===== config.mk =====
export PLATFORM = sky130hd
export DESIGN_NAME = axi_lite_master_p
export DESIGN_NICKNAME = d
export VERILOG_FILES = /design/src/rtl/axi_lite_master_p_pkg.sv /design/src/rtl/axi_resp_watchdog.sv /design/src/rtl/axi_lite_master_p.sv
export SDC_FILE = /design/constraint.sdc
export NUM_CORES = 1
export LEC_CHECK = 0
export ABC_AREA = 1
export CORE_MARGIN = 2
export CORE_UTILIZATION = 36
export CTS_BUF_LIST = sky130_fd_sc_hd__clkbuf_4 sky130_fd_sc_hd__clkbuf_8
export DETAILED_ROUTE_END_ITERATION = 6
export GPL_TIMING_DRIVEN = 0
export PLACE_DENSITY_LB_ADDON = 0.25
export SLEW_MARGIN = 10
export SYNTH_ARGS = -nofsm -noshare
export SYNTH_HDL_FRONTEND = slang
export SYNTH_SLANG_ARGS = --single-unit

===== constraint.sdc =====
create_clock -name ACLK -period 1.29 [get_ports ACLK]
set_input_delay 0.258 -clock ACLK [delete_from_list [all_inputs] [get_ports ACLK]]
set_output_delay 0.258 -clock ACLK [all_outputs]
set_load 0.005 [all_outputs]

===== src/rtl/axi_lite_master_p_pkg.sv =====
// Shared types and constants for the AXI4-lite master bridge.
// State encoding, response codes and protection default.
package axi_lite_master_p_pkg;

  typedef enum logic [2:0] {
    IDLE,
    WR_REQ,
    WR_RESP,
    RD_REQ,
    RD_RESP,
    DRAIN
  } state_t;

  localparam logic [1:0] RESP_OKAY   = 2'b00;
  localparam logic [1:0] RESP_EXOKAY = 2'b01;
  localparam logic [1:0] RESP_SLVERR = 2'b10;
  localparam logic [1:0] RESP_DECERR = 2'b11;

  localparam logic [2:0] PROT_DEFAULT = 3'b000;

  localparam int TIMER_W = 16;

endpackage


===== src/rtl/axi_resp_watchdog.sv =====
// Response-wait timer; expire fires on the last allowed cycle.
// A zero TIMEOUT disables expiry entirely.
module axi_resp_watchdog
  import axi_lite_master_p_pkg::*;
#(
  parameter int TIMEOUT = 0
) (
  input  logic clk,
  input  logic rst_n,
  input  logic clear,
  input  logic en,
  input  logic resp,
  output logic expire
);

  localparam bit ENABLED = (TIMEOUT != 0);
  localparam logic [TIMER_W-1:0] LIMIT =
    ENABLED ? TIMER_W'(TIMEOUT - 1) : '0;

  logic [TIMER_W-1:0] count;
  logic               tick;

  assign tick   = ENABLED && en && !resp;
  assign expire = tick && (count == LIMIT);

  always_ff @(posedge clk or negedge rst_n) begin
    if (!rst_n) begin
      count <= '0;
    end else if (clear) begin
      count <= '0;
    end else if (tick) begin
      count <= count + TIMER_W'(1);
    end
  end

endmodule


===== src/rtl/axi_lite_master_p.sv =====
// AXI4-lite master bridge from a simple CPU request port.
// Concurrent AW/W issue, registered responses, optional timeout.
module axi_lite_master_p
  import axi_lite_master_p_pkg::*;
#(
  parameter int ADDR_W  = 32,
  parameter int DATA_W  = 32,
  parameter int STRB_W  = DATA_W / 8,
  parameter int TIMEOUT = 0
) (
  input  logic              ACLK,
  input  logic              ARESETn,
  output logic              AWVALID,
  input  logic              AWREADY,
  output logic [ADDR_W-1:0] AWADDR,
  output logic [2:0]        AWPROT,
  output logic              WVALID,
  input  logic              WREADY,
  output logic [DATA_W-1:0] WDATA,
  output logic [STRB_W-1:0] WSTRB,
  input  logic              BVALID,
  output logic              BREADY,
  input  logic [1:0]        BRESP,
  output logic              ARVALID,
  input  logic              ARREADY,
  output logic [ADDR_W-1:0] ARADDR,
  output logic [2:0]        ARPROT,
  input  logic              RVALID,
  output logic              RREADY,
  input  logic [DATA_W-1:0] RDATA,
  input  logic [1:0]        RRESP,
  input  logic              M_access,
  output logic              ready_M,
  input  logic              M_rd0_wr1,
  input  logic [ADDR_W-1:0] M_addr,
  input  logic [2:0]        M_prot,
  input  logic [DATA_W-1:0] M_write_data,
  input  logic [STRB_W-1:0] M_write_strobe,
  output logic              resp_valid_M,
  output logic [DATA_W-1:0] read_data_M,
  output logic [1:0]        resp_M
);

  state_t state, next;

  logic              aw_done, w_done, drain_wr;
  logic [ADDR_W-1:0] addr_q;
  logic [2:0]        prot_q;
  logic [DATA_W-1:0] wdata_q;
  logic [STRB_W-1:0] wstrb_q;
  logic              resp_valid_q;
  logic [DATA_W-1:0] rdata_q;
  logic [1:0]        resp_q;

  logic wd_clear, wd_resp, expire;

  assign wd_clear = !(state == WR_RESP || state == RD_RESP);
  assign wd_resp  = (state == WR_RESP) ? BVALID : RVALID;

  axi_resp_watchdog #(
    .TIMEOUT (TIMEOUT)
  ) u_wd (
    .clk    (ACLK),
    .rst_n  (ARESETn),
    .clear  (wd_clear),
    .en     (!wd_clear),
    .resp   (wd_resp),
    .expire (expire)
  );

  always_ff @(posedge ACLK or negedge ARESETn) begin
    if (!ARESETn) state <= IDLE;
    else          state <= next;
  end

  always_comb begin
    next    = state;
    ready_M = 1'b0;
    AWVALID = 1'b0;
    WVALID  = 1'b0;
    BREADY  = 1'b0;
    ARVALID = 1'b0;
    RREADY  = 1'b0;
    unique case (state)
      IDLE: begin
        ready_M = 1'b1;
        if (M_access) next = M_rd0_wr1 ? WR_REQ : RD_REQ;
      end
      WR_REQ: begin
        AWVALID = !aw_done;
        WVALID  = !w_done;
        if (aw_done && w_done) next = WR_RESP;
      end
      WR_RESP: begin
        BREADY = 1'b1;
        if (BVALID)      next = IDLE;
        else if (expire) next = DRAIN;
      end
      RD_REQ: begin
        ARVALID = 1'b1;
        if (ARREADY) next = RD_RESP;
      end
      RD_RESP: begin
        RREADY = 1'b1;
        if (RVALID)      next = IDLE;
        else if (expire) next = DRAIN;
      end
      DRAIN: begin
        BREADY = drain_wr;
        RREADY = !drain_wr;
        if (drain_wr ? BVALID : RVALID) next = IDLE;
      end
      default: next = IDLE;
    endcase
  end

  always_ff @(posedge ACLK or negedge ARESETn) begin
    if (!ARESETn) begin
      aw_done      <= 1'b0;
      w_done       <= 1'b0;
      drain_wr     <= 1'b0;
      addr_q       <= '0;
      prot_q       <= PROT_DEFAULT;
      wdata_q      <= '0;
      wstrb_q      <= '0;
      resp_valid_q <= 1'b0;
      rdata_q      <= '0;
      resp_q       <= RESP_OKAY;
    end else begin
      resp_valid_q <= 1'b0;
      if (state == IDLE) begin
        aw_done <= 1'b0;
        w_done  <= 1'b0;
        if (M_access) begin
          addr_q  <= M_addr;
          prot_q  <= M_prot;
          wdata_q <= M_write_data;
          wstrb_q <= M_write_strobe;
        end
      end
      if (AWVALID && AWREADY) aw_done <= 1'b1;
      if (WVALID && WREADY)   w_done  <= 1'b1;
      // A response landing on the expiry cycle takes priority.
      if (state == WR_RESP && BVALID) begin
        resp_valid_q <= 1'b1;
        resp_q       <= BRESP;
      end else if (state == RD_RESP && RVALID) begin
        resp_valid_q <= 1'b1;
        resp_q       <= RRESP;
        rdata_q      <= RDATA;
      end else if (expire) begin
        resp_valid_q <= 1'b1;
        resp_q       <= RESP_DECERR;
        rdata_q      <= '0;
        drain_wr     <= (state == WR_RESP);
      end
    end
  end

  assign AWADDR       = addr_q;
  assign ARADDR       = addr_q;
  assign AWPROT       = prot_q;
  assign ARPROT       = prot_q;
  assign WDATA        = wdata_q;
  assign WSTRB        = wstrb_q;
  assign resp_valid_M = resp_valid_q;
  assign read_data_M  = rdata_q;
  assign resp_M       = resp_q;

endmodule


==> impl_results.md <==
* Synth Cell Area at about 4700 µm²
* Max transition margin at 0.487
* Total GRT Usage at 0.260
* Worst-Skew Late Latency at around 0.38 ns
* Area delta synth->final at 117%
* Synthesized area per cell at 9.96 µm²
* Worst path cell trace: buf_6 -> buf_6 -> nor3_4 -> buf_2
* H-tree lvl count at 3
* Routed WL per cell at 18.2 µm
* Most common cell after layout, fill and taps aside: buf_6
* Worst Tran Pin Value at ~0.77 ns
* Vias per cell at ~4.8
* Routed WL at just under 20 mm
* Seq/Total Area, Yosys at 0.597
* WS Path Type: reg2out
* Clock buffer depth at 2
* CP Buf/Inv Count at 3
* Fmax at between 600 and 700 MHz
* Sum of negative setup slack at -23.47 ns
* Antenna cells at 0
* Port bufs at 261
* Synth unique cells at 17
* Layout cells sized above 1 at 0.568
* Crit path capture type: output pin
* DP HPWL at approximately 11 mm
* Seq cells post-synth at ~110
* Area fraction in compound gates after synthesis at 0.00834
* Leak at approximately 0.0050 µW
* Cts bufs inserted at 9
* Final #Nets at 1003
* Mapped Cells at roughly 470
* Io pins at 263
* Slowest cell on crit path: dfrtp_2
* Reg clk slew, reported paths at roughly 0.1 ns
* GPL Wtd Cong at 0.755
* Pwr Density at between 2000 and 2500 nW/µm²
* Max-slew violation count at 0
* Final Hold Viols at 0
* Vias at around 5000
* Core region area at 12600 µm²
* Largest family of logic cells by synthesized area: simple AND/OR/NAND/NOR gates
* Largest stage delay on the critical path at approximately 0.44 ns
* Worst min-delay path class: in2async
* Required @ worst endpoint at 1.03 ns
* CTS tree: done
* Num rows at 41
* Clock Sinks at 111
* DRT Pass-1 Iters at 4
* Setup repair after global routing missed its margin: true
* Crit path max-delay family: flip-flops
* Xor/xnor cell area share of the yosys netlist at 0
* Final Util at 0.799
* Post-synth top area share at 0.597
* Worst setup slack after layout at -0.372 ns
* Antenna Nets Post-Route at 0
* Violated checks: negative setup slack
* Mux contribution to synthesized area at 0.0775
* DP Worst Slack at -0.708 ns
* Top cells by area, synth: dfrtp_1, nand2_1, nand3_1
* DRC Markers at 0
* Layout Skew at between 0.01 and 0.015 ns
* Max FO, Critical Path at 3
* YS warnings at 0
* Die Wd at 118 µm
* Final min period at ~1.7 ns
* Adder-cell share of the synthesized area at 0
* Worst path depth at 4
* Initial core utilization at 0.369
* Reg2reg path depth at 6
* Period utilisation layout at 1.29
* Pin count of the biggest net entering global routing at between 80 and 90
* Synth Area in Simple Gates at 0.224
* Most frequent cells in the layout: buf_6, clkdlybuf4s50_1, dfrtp_1
* Die height at around 120 µm
* Max VDD drop at 1620 µV
* Critical Path Most Common Cell: buf_6
* First-pass GRT wire length at ~28 mm
* Initial antenna violation count at 0
* Max-cap violations at 0
* Status: finished, violations left
* Vias in the first global route at approximately 5400
* Post-synth top area cell: dfrtp_1
* Worst path arrival time at about 1.4 ns
* Total global routing overflow at 0
* Die area at around 14000 µm²
* Syn_nets at 583
* Root Driver: clkbuf_8
* Startpoint types: register
* Final number of setup-violating endpoints at between 100 and 150
* Initial DRC count at approximately 220
## path summary, 6_finish.rpt
path | startpoint | end | slack, ns
max in group asynchronous | ARESETn | state[1] | 0.26
min in group ACLK | M_write_data[20] | WDATA[20] | 0.43
hold reg to reg | WDATA[26] | WDATA[26] | 0.51
setup / recovery | state[2] | BREADY | -0.37
setup reg to reg | state[1] | read_data_M[22] | -0.29
hold / removal | ARESETn | read_data_M[24] | 0.31
## state kept, by name (all words and copies together), names as in the netlist
| signal | cells |
|---|---|
| w_done | 1 |
| WSTRB | 4 |
| state | 3 |
| resp_M | 2 |
| aw_done | 1 |
| read_data_M | 32 |
| WDATA | 32 |
| resp_valid_M | 1 |
| ARPROT | 3 |
| ARADDR | 32 |
## per-stage QoR
step / instances / power, µW / instance area, µm² / hold WS (ns)
6_report: 1064 / 24400 / 10100 / 0.314
3_3_place_gp: 900 / 15000 / 7490 / 0.454
5_1_grt: 1064 / 25700 / 10100 / 0.326
4_1_cts: 1056 / 22200 / 9580 / 0.313
3_5_place_dp: 901 / 15300 / 7520 / 0.143
2_1_floorplan: 467 / 9630 / 4660 / -0.0376
## layer usage
layer / up-vias / global-route usage / part of all wire / routed length (µm)
li1: 2314 / - / - / -
met1: 2492 / 0.290 / 0.35 / 6820
met2: 214 / 0.481 / 0.56 / 10800
met3: 41 / 0.0669 / 0.062 / 1210
met4: 0 / 0.0806 / 0.028 / 544
met5: - / 0 / 0 / 0
## synthesized netlist by cell type
cell / number
buf_2: 7
clkbuf_8: 1
nand2_1: 154
o21bai_1: 2
a211o_1: 1
inv_1: 10
clkbuf_1: 16
nor2_1: 6
o21ai_0: 3
nor3_1: 2
dfrtp_1: 111
nand3_1: 83
nor2_4: 1
buf_6: 2
buf_4: 35
nand2_2: 1
mux2_2: 32
## kinds of logic after synthesis
logic type | count (synthesis)
flops | 111
compound gates | 6
simple gates | 247
mux | 32
buf+inv | 71
## area by class of cell
type | instances | area [µm²]
Buffer | 32 | 435
Clock buffer | 13 | 160
Clock inverter | 3 | 18.8
Fill cell | 755 | 2540
Inverter | 10 | 45.0
Multi-Input combinational cell | 287 | 2230
Sequential cell | 111 | 2780
Tap cell | 172 | 215
Timing Repair Buffer | 436 | 4190
## where the power goes
| part | internal [µW] | switching, µW | total (µW) |
|---|---|---|---|
| Clock | 823 | 1190 | 2010 |
| Sequential | 5090 | 1180 | 6270 |
| Combinational | 9680 | 6420 | 16100 |
| Total | 15600 | 8790 | 24400 |
## timing repair
action | CTS | global route
endpoints found under the hold margin | 27 | 0
gates cloned | 16 | 0
pin swaps | 23 | 29
endpoints found under the setup margin | 252 | 209
hold buffers | 1 | 0
resized for setup | 638 | 243
buffers inserted | 137 | 50
Power figures use the tool's default switching activity.
